`src/rtl/phys_reg_free_list.sv`:
```
// Physical register tag free list: self-filling circular FIFO of free tags shared by
// rename (one allocation per cycle) and retirement (one free per cycle), with sticky error trap.
`timescale 1ns/1ps
module phys_reg_free_list #(
  parameter int unsigned NUM_PHYS_REGS = 64,
  parameter int unsigned NUM_ARCH_REGS = 32,
  parameter int unsigned TAG_WIDTH     = 6,
  parameter int unsigned POOL_DEPTH    = NUM_PHYS_REGS - NUM_ARCH_REGS,
  localparam int unsigned CNT_W        = $clog2(POOL_DEPTH + 1),
  localparam int unsigned PTR_W        = (POOL_DEPTH > 1) ? $clog2(POOL_DEPTH) : 1
) (
  input  logic                 i_clk,
  input  logic                 i_rst_n,
  input  logic                 i_alloc_request,
  output logic                 o_alloc_grant,
  output logic [TAG_WIDTH-1:0] o_alloc_tag,
  output logic                 o_stall,
  input  logic                 i_free_active,
  input  logic [TAG_WIDTH-1:0] i_free_tag,
  output logic [CNT_W-1:0]     o_free_count,
  output logic                 o_init_done,
  output logic                 o_error,
  output logic [1:0]           o_error_code
);

  typedef enum logic [1:0] {StInit, StRun, StError} state_e;

  localparam logic [CNT_W-1:0] CntFull = CNT_W'(POOL_DEPTH);
  localparam logic [PTR_W-1:0] PtrLast = PTR_W'(POOL_DEPTH - 1);

  state_e                 r_state, w_state_next;
  logic [PTR_W-1:0]       r_head, w_head_next;
  logic [PTR_W-1:0]       r_tail, w_tail_next;
  logic [CNT_W-1:0]       r_count, w_count_next;
  logic [NUM_PHYS_REGS-1:0] r_in_pool, w_in_pool_next;
  logic                   r_init_done, w_init_done_next;
  logic                   r_error, w_error_next;
  logic [1:0]             r_error_code, w_error_code_next;
  logic [TAG_WIDTH-1:0]   r_fifo [POOL_DEPTH];

  logic                   w_run;
  logic                   w_has_tag;
  logic                   w_free_nz;
  logic                   w_wr_en;
  logic [TAG_WIDTH-1:0]   w_wr_data;
  logic [PTR_W-1:0]       w_head_inc;
  logic [PTR_W-1:0]       w_tail_inc;

  assign w_run      = (r_state == StRun);
  assign w_has_tag  = (r_count != '0);
  assign w_free_nz  = i_free_active && (i_free_tag != '0);
  assign w_head_inc = (r_head == PtrLast) ? '0 : r_head + PTR_W'(1);
  assign w_tail_inc = (r_tail == PtrLast) ? '0 : r_tail + PTR_W'(1);

  assign o_alloc_grant = i_alloc_request && w_run && w_has_tag;
  assign o_alloc_tag   = (w_run && w_has_tag) ? r_fifo[r_head] : '0;
  assign o_stall       = i_alloc_request && !o_alloc_grant;
  assign o_free_count  = r_count;
  assign o_init_done   = r_init_done;
  assign o_error       = r_error;
  assign o_error_code  = r_error_code;

  always_comb begin
    w_state_next      = r_state;
    w_head_next       = r_head;
    w_tail_next       = r_tail;
    w_count_next      = r_count;
    w_in_pool_next    = r_in_pool;
    w_init_done_next  = r_init_done;
    w_error_next      = r_error;
    w_error_code_next = r_error_code;
    w_wr_en           = 1'b0;
    w_wr_data         = '0;
    unique case (r_state)
      StInit: begin
        if (w_free_nz) begin
          w_state_next      = StError;
          w_error_next      = 1'b1;
          w_error_code_next = 2'b11;
        end else begin
          // Tail doubles as the fill index: entry k holds tag NUM_ARCH_REGS+k.
          w_wr_en                   = 1'b1;
          w_wr_data                 = TAG_WIDTH'(NUM_ARCH_REGS) + TAG_WIDTH'(r_tail);
          w_in_pool_next[w_wr_data] = 1'b1;
          w_tail_next               = w_tail_inc;
          w_count_next              = r_count + CNT_W'(1);
          if (r_count == CntFull - CNT_W'(1)) begin
            w_state_next     = StRun;
            w_init_done_next = 1'b1;
          end
        end
      end
      StRun: begin
        if (w_free_nz && r_in_pool[i_free_tag]) begin
          w_state_next      = StError;
          w_error_next      = 1'b1;
          w_error_code_next = 2'b10;
        end else if (w_free_nz && (r_count == CntFull) && !o_alloc_grant) begin
          w_state_next      = StError;
          w_error_next      = 1'b1;
          w_error_code_next = 2'b01;
        end else begin
          if (o_alloc_grant) begin
            w_head_next                 = w_head_inc;
            w_in_pool_next[o_alloc_tag] = 1'b0;
            w_count_next                = w_count_next - CNT_W'(1);
          end
          if (w_free_nz) begin
            w_wr_en                    = 1'b1;
            w_wr_data                  = i_free_tag;
            w_in_pool_next[i_free_tag] = 1'b1;
            w_tail_next                = w_tail_inc;
            w_count_next               = w_count_next + CNT_W'(1);
          end
        end
      end
      StError: ;
      default: w_state_next = StError;
    endcase
  end

  always_ff @(posedge i_clk or negedge i_rst_n) begin
    if (!i_rst_n) begin
      r_state      <= StInit;
      r_head       <= '0;
      r_tail       <= '0;
      r_count      <= '0;
      r_in_pool    <= '0;
      r_init_done  <= 1'b0;
      r_error      <= 1'b0;
      r_error_code <= 2'b00;
    end else begin
      r_state      <= w_state_next;
      r_head       <= w_head_next;
      r_tail       <= w_tail_next;
      r_count      <= w_count_next;
      r_in_pool    <= w_in_pool_next;
      r_init_done  <= w_init_done_next;
      r_error      <= w_error_next;
      r_error_code <= w_error_code_next;
    end
  end

  // Entries are only read when count != 0, so the storage itself needs no reset.
  always_ff @(posedge i_clk) begin
    if (w_wr_en) r_fifo[r_tail] <= w_wr_data;
  end

endmodule

```
`config.mk`:
```
export PLATFORM = sky130hd
export DESIGN_NAME = phys_reg_free_list
export DESIGN_NICKNAME = d
export VERILOG_FILES = /design/src/rtl/phys_reg_free_list.sv
export SDC_FILE = /design/constraint.sdc
export NUM_CORES = 1
export LEC_CHECK = 0
export BUFFER_PORTS_ARGS = -buffer_cell sky130_fd_sc_hd__buf_2
export CORE_ASPECT_RATIO = 1.1
export CORE_MARGIN = 5
export CORE_UTILIZATION = 47
export DETAILED_ROUTE_END_ITERATION = 16
export SLEW_MARGIN = 20
export SYNTH_ARGS = -nofsm -noshare
export SYNTH_HDL_FRONTEND = slang
export SYNTH_SLANG_ARGS = --single-unit
export TNS_END_PERCENT = 20
```
`constraint.sdc`:
```
create_clock -name i_clk -period 7.51 [get_ports i_clk]
set_input_delay 2.253 -clock i_clk [delete_from_list [all_inputs] [get_ports i_clk]]
set_output_delay 2.253 -clock i_clk [all_outputs]
set_load 0.005 [all_outputs]
```
==> results of run 1 <==
## layer usage
metal	track usage, %	part of all wire (%)
met1	31.0	41
met2	36.0	48
met3	3.29	7.4
met4	8.44	4.2
met5	0	0
## how the worst min path moves through the flow
stage                                   startpoint                  endpoint  slack, ns
final                      o_init_done$_DFFE_PN0P_   o_init_done$_DFFE_PN0P_       0.47
after detailed placement       o_error$_DFFE_PN0P_       o_error$_DFFE_PN0P_       0.46
after global placement     o_init_done$_DFFE_PN0P_   o_init_done$_DFFE_PN0P_       0.46
after global routing       o_init_done$_DFFE_PN0P_   o_init_done$_DFFE_PN0P_       0.49
after CTS                      o_error$_DFFE_PN0P_       o_error$_DFFE_PN0P_       0.48
after floorplan           r_in_pool[0]$_DFFE_PN0P_  r_in_pool[0]$_DFFE_PN0P_       0.45
## synthesized netlist by cell type (8+ instances only)
master and instances:
sky130_fd_sc_hd__clkbuf_1 34, sky130_fd_sc_hd__or3_1 9, sky130_fd_sc_hd__o21ai_1 21, sky130_fd_sc_hd__nand3b_1 10, sky130_fd_sc_hd__a22o_1 8, sky130_fd_sc_hd__nand3_1 22, sky130_fd_sc_hd__a31oi_1 39, sky130_fd_sc_hd__buf_2 16
sky130_fd_sc_hd__and2_1 8, sky130_fd_sc_hd__mux4_1 13, sky130_fd_sc_hd__inv_1 15, sky130_fd_sc_hd__edfxtp_1 192, sky130_fd_sc_hd__mux4_2 31, sky130_fd_sc_hd__ha_1 10, sky130_fd_sc_hd__nor2b_1 14, sky130_fd_sc_hd__dfrtp_1 86
sky130_fd_sc_hd__nor3_1 16, sky130_fd_sc_hd__and3_1 10, sky130_fd_sc_hd__o21ai_0 91, sky130_fd_sc_hd__nand2_1 120, sky130_fd_sc_hd__mux2i_1 31, sky130_fd_sc_hd__mux2_2 15, sky130_fd_sc_hd__nor2_1 61, sky130_fd_sc_hd__a21oi_1 48
## per-stage QoR
| step | power, uW | hold WS, ns | std cells | util (%) |
|---|---|---|---|---|
| CTS | 3440 | 0.485 | 1431 | 52.1 |
| global placement | 2060 | 0.458 | 1380 | 48.9 |
| global route | 3540 | 0.495 | 1431 | 52.1 |
| floorplan | 1970 | 0.450 | 1040 | - |
| finish | 3420 | 0.474 | 1431 | 52.1 |
| detailed placement | 2060 | 0.465 | 1380 | 48.9 |
## state kept, by name (all words and copies together) (netlist names)
signal	count
r_fifo	192
o_error_code	2
r_state	2
r_tail	5
o_error	1
o_init_done	1
r_in_pool	64
o_free_count	6
r_head	5
## area by class of cell
| cell class | instances | area [um2] | share of cell area (%) |
|---|---|---|---|
| clock buffer | 32 | 716 | 4.96 |
| clock inverter | 19 | 184 | 1.27 |
| inverter | 16 | 60.1 | 0.416 |
| multi-input combinational | 678 | 4830 | 33.5 |
| sequential | 278 | 7920 | 54.9 |
| tap | 363 | 454 | 3.15 |
| timing repair buffer | 45 | 273 | 1.89 |
## cells by family after synthesis
family | after synthesis
AO/OA/AOI/OAI | 264
XOR/XNOR | 9
adder cells (fa/ha/maj) | 10
buffers and inverters | 84
flip-flops | 278
multiplexers | 90
AND/OR/NAND/NOR | 305
## power by group
group	switching (uW)	total, uW	leakage (uW)	internal [uW]
Combinational	185	308	0.00169	123
Clock	594	1380	0.000441	786
Sequential	71.8	1730	0.00291	1660
Total	850	3420	0.00504	2570
## worst register-to-register path, delay by kind of cell, from the launching register on
kind / cells / cell delay (ns)
multiplexers: 1 / 0.29
buffers and inverters: 3 / 1.07
AO/OA/AOI/OAI: 2 / 0.84
AND/OR/NAND/NOR: 3 / 0.99
flip-flops: 1 / 0.80
==> impl_metrics.csv, run 1 <==
group,metric,value,unit
run_status,status,"completed",
synthesis,primary_ff_master_synth,"sky130_fd_sc_hd__edfxtp_1",
die,top_level_ports,28,
synthesis,synth_cells,1040,
synthesis,yosys.area_share.adder,0.950,%
critical_path,crit_path_buffers_inverters,4,
pwr,power.leakage,0.00504,uW
timing,setup_repair_after_global_routing_missed_its_margin,"false",
critical_path,cpMostUsedCell,"sky130_fd_sc_hd__buf_4",
critical_path,critical_path.reg2reg.endpoint,"r_in_pool[34]$_DFFE_PN0N_",
cells_and_area,filler_cell_count,2399,
synthesis,yosys.area.top_type,"sky130_fd_sc_hd__edfxtp_1",
routing,drt-pass1-iter-count,6,
clock_tree,cts.sinks,278,
synthesis,synth_top_area_share,43.8,%
clock_tree,cts.path.max_buffers,3,
routing,drc,0,
critical_path,cp-endpoint,"o_alloc_tag[3]",
die,chipWidth,170,um
synthesis,synth-xor-area-share,0.598,%
die,rows,64,
critical_path,timing.critical_path.arrival,3.81,ns
timing,postLayoutSetupSlackWorst,1.45,ns
die,floorplan.core_area,0.0277,mm2
global_route,grt_pass1_vias,8769,
critical_path,ff2ff_path_depth,9,
critical_path,critPathKind,"flop to output port",
timing,fmaxAchievable,0.165,GHz
placement,preCtsSetupSlack,1.34,ns
timing,min_period_over_period,80.7,%
timing,fin_worst_skew,0.0168,ns
cells_and_area,final_cell_area,0.0144,mm2
pwr,max-vdd-ir-drop,0.187,mV
placement,gp_routability_congestion,0.890,
critical_path,path_max_fanout,26,
critical_path,cpPeakStageDelay,0.80,ns
routing,vias,8990,
critical_path,startpoint,"r_head[0]$_DFFE_PN0P_",
synthesis,synth-edff-count,192,
clock_tree,numCtsBuffers,28,
synthesis,syn_avg_cell_area,12.7,um2
clock_tree,cts-root-buf,"sky130_fd_sc_hd__clkbuf_16",
global_route,initial_antenna_violation_count,0,
synthesis,synth.cell_area,0.0132,mm2
synthesis,synthSimpleGateAreaFrac,11.2,%
synthesis,synth-compound-area-share,12.2,%
job,drv_cap,0,
synthesis,async_flop_share,30.9,%
timing,timing_worst_slew_pin_value,1.16,ns
clock_tree,cts_setup_buffers,0,
global_route,total_routing_resource_utilization_after_global_routing,22.4,%
cells_and_area,fraction_of_layout_instances_using_a_drive_strength_above_1,14.7,%
routing,detail_route.iter0.violations,928,
pwr,power_density,237,mW/mm2
synthesis,syn-num-nets,1060,
global_route,grt_first_pass_wirelength,54.3,mm
critical_path,critPathCaptureType,"output port",
clock_tree,cts-htree-levels,1,
cells_and_area,areaGrowthSynthToFinish,9.64,%
global_route,grt_start_max_net_pins,73,
die,die-area,0.0315,mm2
cells_and_area,antenna_cells_inserted,0,
routing,drtAntennaViolNets,0,
critical_path,slowest_cp_cell,"sky130_fd_sc_hd__dfrtp_2",
die,fp.dieH,186,um
timing,hold_viol,0,
timing,min_period,6.06,ns
cells_and_area,most-common-layout-cells,"192 x sky130_fd_sc_hd__edfxtp_1, 120 x sky130_fd_sc_hd__nand2_1, 91 x sky130_fd_sc_hd__o21ai_0, 83 x sky130_fd_sc_hd__dfrtp_1, 58 x sky130_fd_sc_hd__nor2_1",
synthesis,combinational_family_with_the_most_area_after_synthesis,"compound AO/OA/AOI/OAI gates",
routing,finalWirelength,35.3,mm
synthesis,yosys_warnings,0,
critical_path,critPathRequiredTime,5.26,ns
placement,dp_hpwl,23.4,mm
cells_and_area,number_of_nets_in_the_layout,1067,
clock_tree,cts-resized-gates,0,
clock_tree,cts_tree,"built",
synthesis,synth_mux_area_share,11.5,%
critical_path,cp_cell_sequence,"buf_4 -> buf_4 -> mux2i_1 -> or3_1 -> nand3_1 -> o221ai_1 -> inv_1 -> buf_2",
die,starting_density_of_the_core,47.5,%
timing,maxSlewHeadroom,22.6,%
synthesis,synth_area_leaders,"sky130_fd_sc_hd__edfxtp_1 44%, sky130_fd_sc_hd__dfrtp_1 16%, sky130_fd_sc_hd__mux4_2 5.3%, sky130_fd_sc_hd__o21ai_0 3.5%, sky130_fd_sc_hd__nand2_1 3.4%",
placement,port_buffers,27,
critical_path,regToRegStartpoint,"r_head[0]$_DFFE_PN0P_",
critical_path,ff2ff_setup_slack,3.34,ns
routing,wl_per_cell,24.7,um
timing,final.setup.tns,0,ns
clock_tree,clock_latency,0.57,ns
cells_and_area,mostFrequentLayoutCell,"sky130_fd_sc_hd__edfxtp_1",
synthesis,synth.ff_latch_count,278,
global_route,grt_overflow,0,
placement,placement.cell_area,0.0135,mm2
clock_tree,cts_hold_buffers,0,
synthesis,synthDistinctLibCells,71,
worst_hold_path,min-delay-path-class,"flop to flop",
critical_path,crit_cells,8,
synthesis,synth-seq-area-share,60.1,%
timing,final-max-slew-violation-count,0,
critical_path,critPathLaunchType,"flop",
timing,finalSetupViolations,0,
routing,via_per_inst,6.28,
worst_hold_path,worst_hold_path.num_cells,2,
critical_path,cell_class_contributing_the_biggest_share_of_worst_path_delay,"buffers and inverters",
clock_tree,clkSlewWorstSetupHoldPaths,0.06,ns
Note: power is estimated with default switching activity, not from simulation.
==> run 2: changes to the inputs <==
clock period = 5.8 ns   (was 7.51 ns; I/O delays follow)
==> impl_metrics.csv, run 2 (same netlist as run 1, synthesis figures left out) <==
group,metric,value,unit
global_route,grt_first_pass_wirelength,54.6,mm
clock_tree,numCtsBuffers,31,
critical_path,critPathLaunchType,"flop",
die,starting_density_of_the_core,47.5,%
clock_tree,cts_tree,"built",
cells_and_area,register_cell_area_after_layout,0.00792,mm2
routing,wl_per_cell,24.4,um
worst_hold_path,worst_hold_path.num_cells,2,
clock_tree,cts.sinks,278,
global_route,initial_antenna_violation_count,0,
pwr,power_frac_seq,47.8,%
clock_tree,cts-htree-levels,1,
cells_and_area,mostFrequentLayoutCell,"sky130_fd_sc_hd__edfxtp_1",
run_status,status,"completed",
pwr,power.leakage,0.00526,uW
placement,gp_routability_congestion,0.942,
global_route,grt_start_max_net_pins,56,
critical_path,cp_cell_sequence,"buf_4 -> nor2b_1 -> a2111oi_0 -> nor4_1 -> o221ai_1 -> inv_1 -> buf_2",
cells_and_area,final_util,53.5,%
timing,hold_viol,0,
routing,drt-pass1-iter-count,7,
critical_path,crit_cells,7,
critical_path,slowest_cp_cell,"sky130_fd_sc_hd__dfrtp_2",
critical_path,critPathCaptureType,"output port",
timing,final-max-slew-violation-count,0,
placement,preCtsSetupSlack,0.372,ns
critical_path,critPathKind,"flop to output port",
pwr,switchingPower,1140,uW
die,die-area,0.0315,mm2
pwr,overall_power,4670,uW
timing,finalSetupViolations,0,
clock_tree,cts.path.max_buffers,3,
global_route,grt_overflow,0,
clock_tree,clock_latency,0.58,ns
clock_tree,cts-resized-gates,0,
routing,drtAntennaViolNets,0,
cells_and_area,areaGrowthSynthToFinish,12.5,%
die,rows,64,
routing,vias,8936,
cells_and_area,largest_register_ff_count,192,
critical_path,timing.critical_path.arrival,3.73,ns
pwr,power.share.switching,24.5,%
critical_path,crit_path_buffers_inverters,3,
critical_path,cell_class_contributing_the_biggest_share_of_worst_path_delay,"compound AO/OA/AOI/OAI gates",
critical_path,ff2ff_setup_slack,1.82,ns
critical_path,critPathRequiredTime,4.06,ns
cells_and_area,max_flop_register,"r_fifo",
critical_path,path_max_fanout,29,
cells_and_area,final_cell_area,0.0148,mm2
timing,postLayoutSetupSlackWorst,0.334,ns
clock_tree,cts-root-buf,"sky130_fd_sc_hd__clkbuf_16",
clock_tree,cts_hold_buffers,0,
worst_hold_path,min-delay-path-class,"flop to flop",
global_route,grt_pass1_vias,8893,
cells_and_area,multi_input_area,0.00483,mm2
placement,port_buffers,27,
pwr,max-vdd-ir-drop,0.304,mV
timing,final.setup.tns,0,ns
clock_tree,cts_setup_buffers,0,
routing,drc,0,
pwr,power_density,315,mW/mm2
die,chipWidth,170,um
timing,maxSlewHeadroom,30.2,%
timing,fmaxAchievable,0.183,GHz
cells_and_area,antenna_cells_inserted,0,
routing,via_per_inst,6.12,
die,floorplan.core_area,0.0277,mm2
timing,min_period_over_period,94.2,%
routing,detail_route.iter0.violations,880,
cells_and_area,number_of_nets_in_the_layout,1095,
cells_and_area,filler_cell_count,2404,
pwr,combPwrFrac,8.7,%
timing,timing_worst_slew_pin_value,1.04,ns
placement,dp_hpwl,23.9,mm
timing,fin_worst_skew,0.0182,ns
timing,setup_repair_after_global_routing_missed_its_margin,"false",
cells_and_area,most-common-layout-cells,"192 x sky130_fd_sc_hd__edfxtp_1, 120 x sky130_fd_sc_hd__nand2_1, 91 x sky130_fd_sc_hd__o21ai_0, 83 x sky130_fd_sc_hd__dfrtp_1, 58 x sky130_fd_sc_hd__nor2_1",
timing,min_period,5.47,ns
global_route,total_routing_resource_utilization_after_global_routing,22.6,%
die,fp.dieH,186,um
cells_and_area,fraction_of_layout_instances_using_a_drive_strength_above_1,17.6,%
critical_path,ff2ff_path_depth,7,
critical_path,cpPeakStageDelay,0.83,ns
pwr,clock_power_share,43.5,%
die,top_level_ports,28,
routing,finalWirelength,35.6,mm
placement,placement.cell_area,0.0137,mm2
job,drv_cap,0,
clock_tree,clkSlewWorstSetupHoldPaths,0.06,ns
pwr,p_int,3530,uW
[run 2: changes by cell type in the layout (fill, tap and decap cells not counted), sizes merged]
cell,previous run,this run
clkbuf,32,34
clkinvlp,0,2
bufinv,3,5
inv,15,17
buf,45,70
clkinv,17,14
[run 2: power by group through the flow]
stage	Clock, uW	Combinational (uW)	Sequential [uW]
floorplan	0	328	2220
detailed placement	0	407	2270
finish	2030	409	2230
global placement	0	404	2270
CTS	2060	409	2230
global route	2150	448	2240
[run 2: metrics by stage]
step,std cells,hold WS [ns]
global route,1461,0.496
finish,1461,0.466
floorplan,1040,0.450
CTS,1461,0.481
detailed placement,1405,0.466
global placement,1405,0.454
[run 2: area by class of cell]
type / count / area share, %
inverter: 16 / 0.405
sequential: 278 / 53.5
clock buffer: 34 / 5.38
clock inverter: 22 / 1.80
timing repair buffer: 70 / 3.28
multi-input combinational: 678 / 32.6
tap: 363 / 3.07
[run 2: path summary, 6_finish.rpt]
kind | start | end
setup / recovery | r_head[2]$_DFFE_PN0P_ | o_alloc_tag[3]
hold / removal | o_init_done$_DFFE_PN0P_ | o_init_done$_DFFE_PN0P_
setup reg to reg | r_head[1]$_DFFE_PN0P_ | r_in_pool[33]$_DFFE_PN0N_
hold reg to reg | o_init_done$_DFFE_PN0P_ | o_init_done$_DFFE_PN0P_
max in group asynchronous | i_rst_n | r_in_pool[41]$_DFFE_PN0N_
min in group asynchronous | i_rst_n | o_init_done$_DFFE_PN0P_
[run 2: tightest hold or removal path, stage by stage, from the launching register on]
cell	delay [ns]
sky130_fd_sc_hd__dfrtp_1	0.34
sky130_fd_sc_hd__inv_1	0.04
sky130_fd_sc_hd__o31ai_1	0.05
[run 2: routing by layer]
metal  track usage, %  wire length [um]  vias up
li1                 -                 -     4043
met1             30.6             14700     4497
met2             38.2             17600      311
met3             3.02              2120       85
met4             7.50              1210        0
met5                0                 0        -
